$ cat src/rtl/step_counter_pkg.sv
// Shared types and helpers for the step counter: output encoding select,
// Gray/binary conversion and the divider range check.
package step_counter_pkg;

    typedef enum logic {
        CODE_GRAY = 1'b0,
        CODE_BIN  = 1'b1
    } code_mode_e;

    localparam int MAX_W = 32;

    function automatic logic [MAX_W-1:0] bin2gray(input logic [MAX_W-1:0] b);
        return b ^ (b >> 1);
    endfunction

    function automatic logic [MAX_W-1:0] gray2bin(input logic [MAX_W-1:0] g);
        logic [MAX_W-1:0] b;
        b = g;
        for (int i = 1; i < MAX_W; i++) begin
            b = b ^ (g >> i);
        end
        return b;
    endfunction

    function automatic int calc_div(input int clkHz, input int stepHz);
        return (stepHz > 0) ? (clkHz / stepHz) : 0;
    endfunction

    function automatic bit div_ok(input int clkHz, input int stepHz);
        return calc_div(clkHz, stepHz) >= 2;
    endfunction

endpackage

$ cat src/rtl/tick_gen.sv
// Rate divider: one-cycle tick every DIV clocks, held at zero while cleared.
module tick_gen
    import step_counter_pkg::*;
#(
    parameter int CLK_FREQ_HZ  = 100_000_000,
    parameter int STEP_FREQ_HZ = 1
) (
    input  logic i_clk,
    input  logic i_rst,
    input  logic i_clr,
    output logic o_tick
);

    localparam int DIV = calc_div(CLK_FREQ_HZ, STEP_FREQ_HZ);
    localparam int DW  = (DIV < 2) ? 1 : $clog2(DIV);

    generate
        if (!div_ok(CLK_FREQ_HZ, STEP_FREQ_HZ)) begin : g_bad_div
            $error("tick_gen: CLK_FREQ_HZ/STEP_FREQ_HZ must be at least 2");
        end
    endgenerate

    logic [DW-1:0] r_div;
    logic          w_atEnd;

    assign w_atEnd = (r_div == DW'(DIV - 1));
    assign o_tick  = w_atEnd & ~i_clr;

    always_ff @(posedge i_clk or posedge i_rst) begin
        if (i_rst) begin
            r_div <= '0;
        end else if (i_clr || w_atEnd) begin
            r_div <= '0;
        end else begin
            r_div <= r_div + 1'b1;
        end
    end

endmodule

$ cat src/rtl/step_counter.sv
// Up/down step counter with Gray or binary output, wrap/saturate, load and
// terminal-count flag; steps come from the rate divider or a manual input.
module step_counter
    import step_counter_pkg::*;
#(
    parameter int WIDTH        = 4,
    parameter int CLK_FREQ_HZ  = 100_000_000,
    parameter int STEP_FREQ_HZ = 1,
    parameter int SYNC_STAGES  = 2
) (
    input  logic             i_clk,
    input  logic             i_rst,
    input  logic             i_man_clk,
    input  logic             i_man_clk_en,
    input  logic             i_dir,
    input  logic             i_mode,
    input  logic             i_sat,
    input  logic             i_load,
    input  logic [WIDTH-1:0] i_load_val,
    output logic [WIDTH-1:0] o_code,
    output logic [WIDTH-1:0] o_bin,
    output logic             o_step,
    output logic             o_tc
);

    generate
        if (WIDTH < 2 || SYNC_STAGES < 2) begin : g_bad_param
            $error("step_counter: WIDTH and SYNC_STAGES must be at least 2");
        end
    endgenerate

    localparam logic [WIDTH-1:0] MAX_VAL = '1;

    logic [SYNC_STAGES-1:0] r_sync;
    logic                   r_edgeHist;
    logic [WIDTH-1:0]       r_cnt;
    logic [WIDTH-1:0]       r_code;
    logic                   r_step;
    logic                   r_tc;

    logic                   w_manEdge;
    logic                   w_tick;
    logic                   w_stepReq;
    logic                   w_atTerm;
    logic [WIDTH-1:0]       w_cntNext;
    logic [WIDTH-1:0]       w_codeNext;
    logic                   w_stepNext;
    logic                   w_tcNext;

    tick_gen #(
        .CLK_FREQ_HZ  (CLK_FREQ_HZ),
        .STEP_FREQ_HZ (STEP_FREQ_HZ)
    ) u_tick_gen (
        .i_clk  (i_clk),
        .i_rst  (i_rst),
        .i_clr  (i_man_clk_en),
        .o_tick (w_tick)
    );

    // The edge register follows the last synchroniser stage, so a button
    // already held high when manual mode is entered does not count as a step.
    always_ff @(posedge i_clk or posedge i_rst) begin
        if (i_rst) begin
            r_sync     <= '0;
            r_edgeHist <= 1'b0;
        end else begin
            r_sync     <= {r_sync[SYNC_STAGES-2:0], i_man_clk};
            r_edgeHist <= r_sync[SYNC_STAGES-1];
        end
    end

    assign w_manEdge = r_sync[SYNC_STAGES-1] & ~r_edgeHist;
    assign w_stepReq = i_man_clk_en ? w_manEdge : w_tick;

    always_comb begin
        w_cntNext  = r_cnt;
        w_stepNext = 1'b0;
        w_tcNext   = 1'b0;
        w_atTerm   = i_dir ? (r_cnt == '0) : (r_cnt == MAX_VAL);
        if (i_load) begin
            w_cntNext = i_load_val;
        end else if (w_stepReq) begin
            w_stepNext = 1'b1;
            if (w_atTerm) begin
                w_tcNext = 1'b1;
                if (!i_sat) begin
                    w_cntNext = i_dir ? MAX_VAL : '0;
                end
            end else begin
                w_cntNext = i_dir ? (r_cnt - 1'b1) : (r_cnt + 1'b1);
            end
        end
    end

    // Encoding is taken from the next-state count so o_code and o_bin move together.
    assign w_codeNext = (code_mode_e'(i_mode) == CODE_BIN)
                        ? w_cntNext
                        : WIDTH'(bin2gray(MAX_W'(w_cntNext)));

    always_ff @(posedge i_clk or posedge i_rst) begin
        if (i_rst) begin
            r_cnt  <= '0;
            r_code <= '0;
            r_step <= 1'b0;
            r_tc   <= 1'b0;
        end else begin
            r_cnt  <= w_cntNext;
            r_code <= w_codeNext;
            r_step <= w_stepNext;
            r_tc   <= w_tcNext;
        end
    end

    assign o_bin  = r_cnt;
    assign o_code = r_code;
    assign o_step = r_step;
    assign o_tc   = r_tc;

endmodule
$ cat config.mk
export PLATFORM = sky130hd
export DESIGN_NAME = step_counter
export DESIGN_NICKNAME = d
export VERILOG_FILES = /design/src/rtl/step_counter_pkg.sv /design/src/rtl/tick_gen.sv /design/src/rtl/step_counter.sv
export SDC_FILE = /design/constraint.sdc
export NUM_CORES = 1
export LEC_CHECK = 0
export CORE_ASPECT_RATIO = 1.4
export CORE_MARGIN = 2
export CORE_UTILIZATION = 45
export CTS_CLUSTER_DIAMETER = 80
export DETAILED_ROUTE_END_ITERATION = 10
export GPL_TIMING_DRIVEN = 0
export MAX_ROUTING_LAYER = met4
export PLACE_DENSITY_LB_ADDON = 0.05
export SYNTH_ARGS = -nofsm -noshare
export SYNTH_HDL_FRONTEND = slang
export SYNTH_SLANG_ARGS = --single-unit
$ cat constraint.sdc
create_clock -name i_clk -period 2.3 [get_ports i_clk]
set_input_delay 0.575 -clock i_clk [delete_from_list [all_inputs] [get_ports i_clk]]
set_output_delay 0.575 -clock i_clk [all_outputs]
set_load 0.01 [all_outputs]
==> impl_results.md, run 1 <==
- Sequential share of the synthesized area: 44.85%
- Largest area contributor in the netlist: dfrtp_1
- Net count, final: 263
- Leakage power: 0.001128 uW
- Worst hold margin: 0.3534 ns
- Clk pwr share: 36.5%
- Area contributors post-synth: dfrtp_1 45%, xor2_1 6.8%, nor2_1 5.9%
- Number of setup violations in the final report: 0
- Max Fanout on Critical Path: 6
- Max cap viols: 0
- Critical path data arrival time: 2.46 ns
- Starting Density: 47.22%
- WL final: 4584 um
- Vias per inst: 5.494
- Fin util: 58.40%
- Cell family with most CP delay: compound AO/OA/AOI/OAI gates
- Placed cell areas: 2490 sq um
- Status: complete, no violations
- Count of cell types in the netlist: 51
- Routed len/inst: 14.79 um
- Iter 0 DRT Violations: 66
- Row count: 29
- Port-buffer cells: 21
- H-tree depth: 2
- Mapped Cells: 213
- Crit. End Element: flop
- Clock Latency Late Sink: 0.29 ns
- Slew margin rel.: 47.28%
- First drt pass iteration count: 4
- Grt total ovfl: 0
- Startpoint types: flop
- Synth warn: 0
- Worst Setup SP: o_bin[2]
- Final cell count without fillers: 310
- Root buffer cell: clkbuf_8
- Drt drc: 0
- Syn_nets: 229
- Antenna-violating nets left: 0
- Final Critical Period: 2.273 ns
- Mapped Avg Cell Area: 10.22 sq um
- Asr flop ratio synth: 100.0%
- Share of cells above drive strength 1: 20.97%
- Largest net degree at the start of global routing: 40
- CTS tree: built
- Final instance area: 2691 sq um
- Pint: 1214 uW
- Critical Path, Cell by Cell: ha_1 -> a21oi_4 -> mux2_4 -> a211oi_2 -> a221oi_2 -> o21a_1 -> o31a_1
- Cell Count Post-Placement: 296
- Cells on worst reg2reg path: 7
- Die width: 62.77 um
- Clock transition at path regs: 0.08 ns
- FF+latch count, synth: 39
- Slowest cell delay on critical path: 0.48 ns
- Max-slew violation count: 0
- Vias: 1703
- Cts bufs inserted: 5
- Setup Crit Path Kind: reg -> reg
- Worst Setup EP: o_code[2]
- Hold/Removal Path Class: reg -> reg
- Sw power: 414.1 uW
- Antenna diode count: 0
- Unrepaired setup endpoints after global routing: true
- Critical path required time: 2.48 ns
- Switching share of power: 25.43%
- FMAX: 440.0 MHz
- Tcrit/Tclk final: 98.81%
- First-pass GRT wire length: 7928 um
- # clock sinks: 39
- CTS Buffer Depth: 2
- Most numerous cell in the Yosys netlist: dfrtp_1
- DIE AREA: 5415 sq um
- Sequential Power Share: 45.6%
- Setup TNS: 0 ns
- Slowest-stage cell, CP: dfrtp_1
- Post-synth top area share: 44.85%
- Initial antenna violation count: 0
- DP HPWL: 3376 um
- Post-synth top cells: 39 x dfrtp_1, 34 x nor2_1, 17 x xor2_1
- Vias in the first global route: 1833
- RR Endpoint: o_code[2]
- Stages on worst setup path: 7
- Die Ht: 86.28 um
- Commonest register cell after synthesis: dfrtp_1
- GRT Total Usage: 19.24%
- Final Hold Viols: 0
- Logic pwr share: 17.9%
- Final Skew: 0.006483 ns
- Layout area overhead: 23.69%
- Worst path bufs/invs: 0
- Post-Syn Area: 2176 sq um
- R2R setup slack: 0.03 ns
- Worst r2r src: o_bin[2]
- Worst-margin pin slew: 0.7896 ns
- Pwr/cell area: 605.0 nW/um^2
- Worst VDD drop: 0.0004206 V
- Top-Level Pins: 22
- Final GP Congestion: 0.7946
- Post-synth EDFFs: 0
- Hold_buf cts: 0
- Core area: 4608 sq um
-- worst reg2reg max path, stage by stage (launching register included) --
cell      delay (ns)
dfrtp_1         0.48
ha_1            0.38
a21oi_4         0.20
mux2_4          0.32
a211oi_2        0.21
a221oi_2        0.10
o21a_1          0.20
o31a_1          0.28
-- how the worst min path moves through the flow --
stage,cells past startpoint,start,end,slack [ns]
5_1_grt,0,r_sync[0],r_sync[1],0.36
6_report,0,r_sync[0],r_sync[1],0.35
2_1_floorplan,0,r_sync[0],r_sync[1],0.33
3_5_place_dp,0,r_sync[0],r_sync[1],0.33
3_3_place_gp,0,r_sync[0],r_sync[1],0.33
4_1_cts,0,r_sync[0],r_sync[1],0.35
-- placed cells by master (no fill, tap or decap), types with 2 or more instances in the layout --
| cell type | Yosys | final |
|---|---|---|
| dlygate4sd2_1 | 0 | 2 |
| a211oi_1 | 3 | 3 |
| nor2b_1 | 3 | 3 |
| nor4b_1 | 2 | 2 |
| and4_1 | 3 | 3 |
| nor4_4 | 2 | 2 |
| clkdlybuf4s50_1 | 0 | 18 |
| and3_1 | 4 | 4 |
| nand2_1 | 12 | 12 |
| mux2_4 | 1 | 2 |
| nand4_1 | 5 | 5 |
| clkbuf_8 | 0 | 6 |
| inv_1 | 6 | 5 |
| nor2_1 | 34 | 32 |
| clkbuf_2 | 0 | 2 |
| dfrtp_1 | 39 | 36 |
| dfrtp_2 | 0 | 3 |
| nand3_1 | 10 | 9 |
| xnor2_1 | 8 | 8 |
| xor2_1 | 17 | 17 |
| o21ai_0 | 6 | 6 |
| nor3_1 | 6 | 5 |
| a21oi_2 | 2 | 2 |
| or3_1 | 4 | 4 |
| a21oi_1 | 7 | 6 |
| buf_4 | 1 | 7 |
| a21o_1 | 2 | 2 |
| a211oi_2 | 2 | 2 |
| mux2_2 | 3 | 2 |
-- layout make-up --
type / count / area, sq um
buffer: 5 / 32.53
clock buffer: 6 / 82.58
clock inverter: 2 / 35.03
fill: 438 / 1917
inverter: 7 / 26.28
multi-input combinational: 162 / 1207
sequential: 39 / 979.7
tap: 62 / 77.57
timing repair buffer: 27 / 250.2
-- power groups by stage --
stage / combinational [uW] / sequential (uW) / clock, uW
after floorplan: 163 / 755 / 0
after global placement: 264 / 751 / 0
after detailed placement: 272 / 754 / 0
after CTS: 285 / 743 / 608
after global routing: 319 / 747 / 642
final: 291 / 743 / 594
-- logic make-up after synthesis --
kind of cell               Yosys count  synth area share (%)
xor gates and xnor gates            25                 10.06
buffers and inverters               12                 2.588
adders and majority gates            4                 2.645
and+or+nand+nor                     96                 25.53
muxes                                5                 2.702
AOI/OAI and AO/OA                   32                 11.62
DFF                                 39                 44.85
-- sequential cells by signal, summed over array words and instances, names as in the netlist --
name and count:
u_tick_gen.r_div 27, r_sync 2, o_tc 1, o_code 3
r_edgeHist 1, o_step 1, o_bin 4
-- per-stage QoR --
step,total power (uW),setup WS (ns)
finish,1628,0.02730
global route,1708,-0.05523
CTS,1637,-0.0008544
detailed placement,1025,-0.8774
global placement,1016,-0.8397
floorplan,917.6,0.01820
-- what timing repair did --
item / in CTS / in global routing
resized for setup: 15 / 8
pin swaps: 6 / 3
setup endpoints to repair: 7 / 24
gates cloned: 0 / 0
buffers inserted: 5 / 1
-- per-layer routing --
| layer | track usage, % | vias up | part of all wire (%) |
|---|---|---|---|
| met5 | - | - | 0 |
| met4 | 7.677 | 0 | 2.0 |
| met3 | 3.636 | 9 | 2.2 |
| met2 | 37.83 | 25 | 57 |
| met1 | 18.17 | 854 | 39 |
| li1 | - | 815 | - |
(Power assumes the default switching activity.)
==> run 2, diff against run 1 <==
--- a/config.mk
+++ b/config.mk
@@ -11,6 +11,7 @@
 export CTS_CLUSTER_DIAMETER = 80
 export DETAILED_ROUTE_END_ITERATION = 10
 export GPL_TIMING_DRIVEN = 0
+export HOLD_SLACK_MARGIN = 0.03
 export MAX_ROUTING_LAYER = met4
 export PLACE_DENSITY_LB_ADDON = 0.05
 export SYNTH_ARGS = -nofsm -noshare
==> results of run 2 <==
Final layout, timing and power as in run 1 (identical DEF).
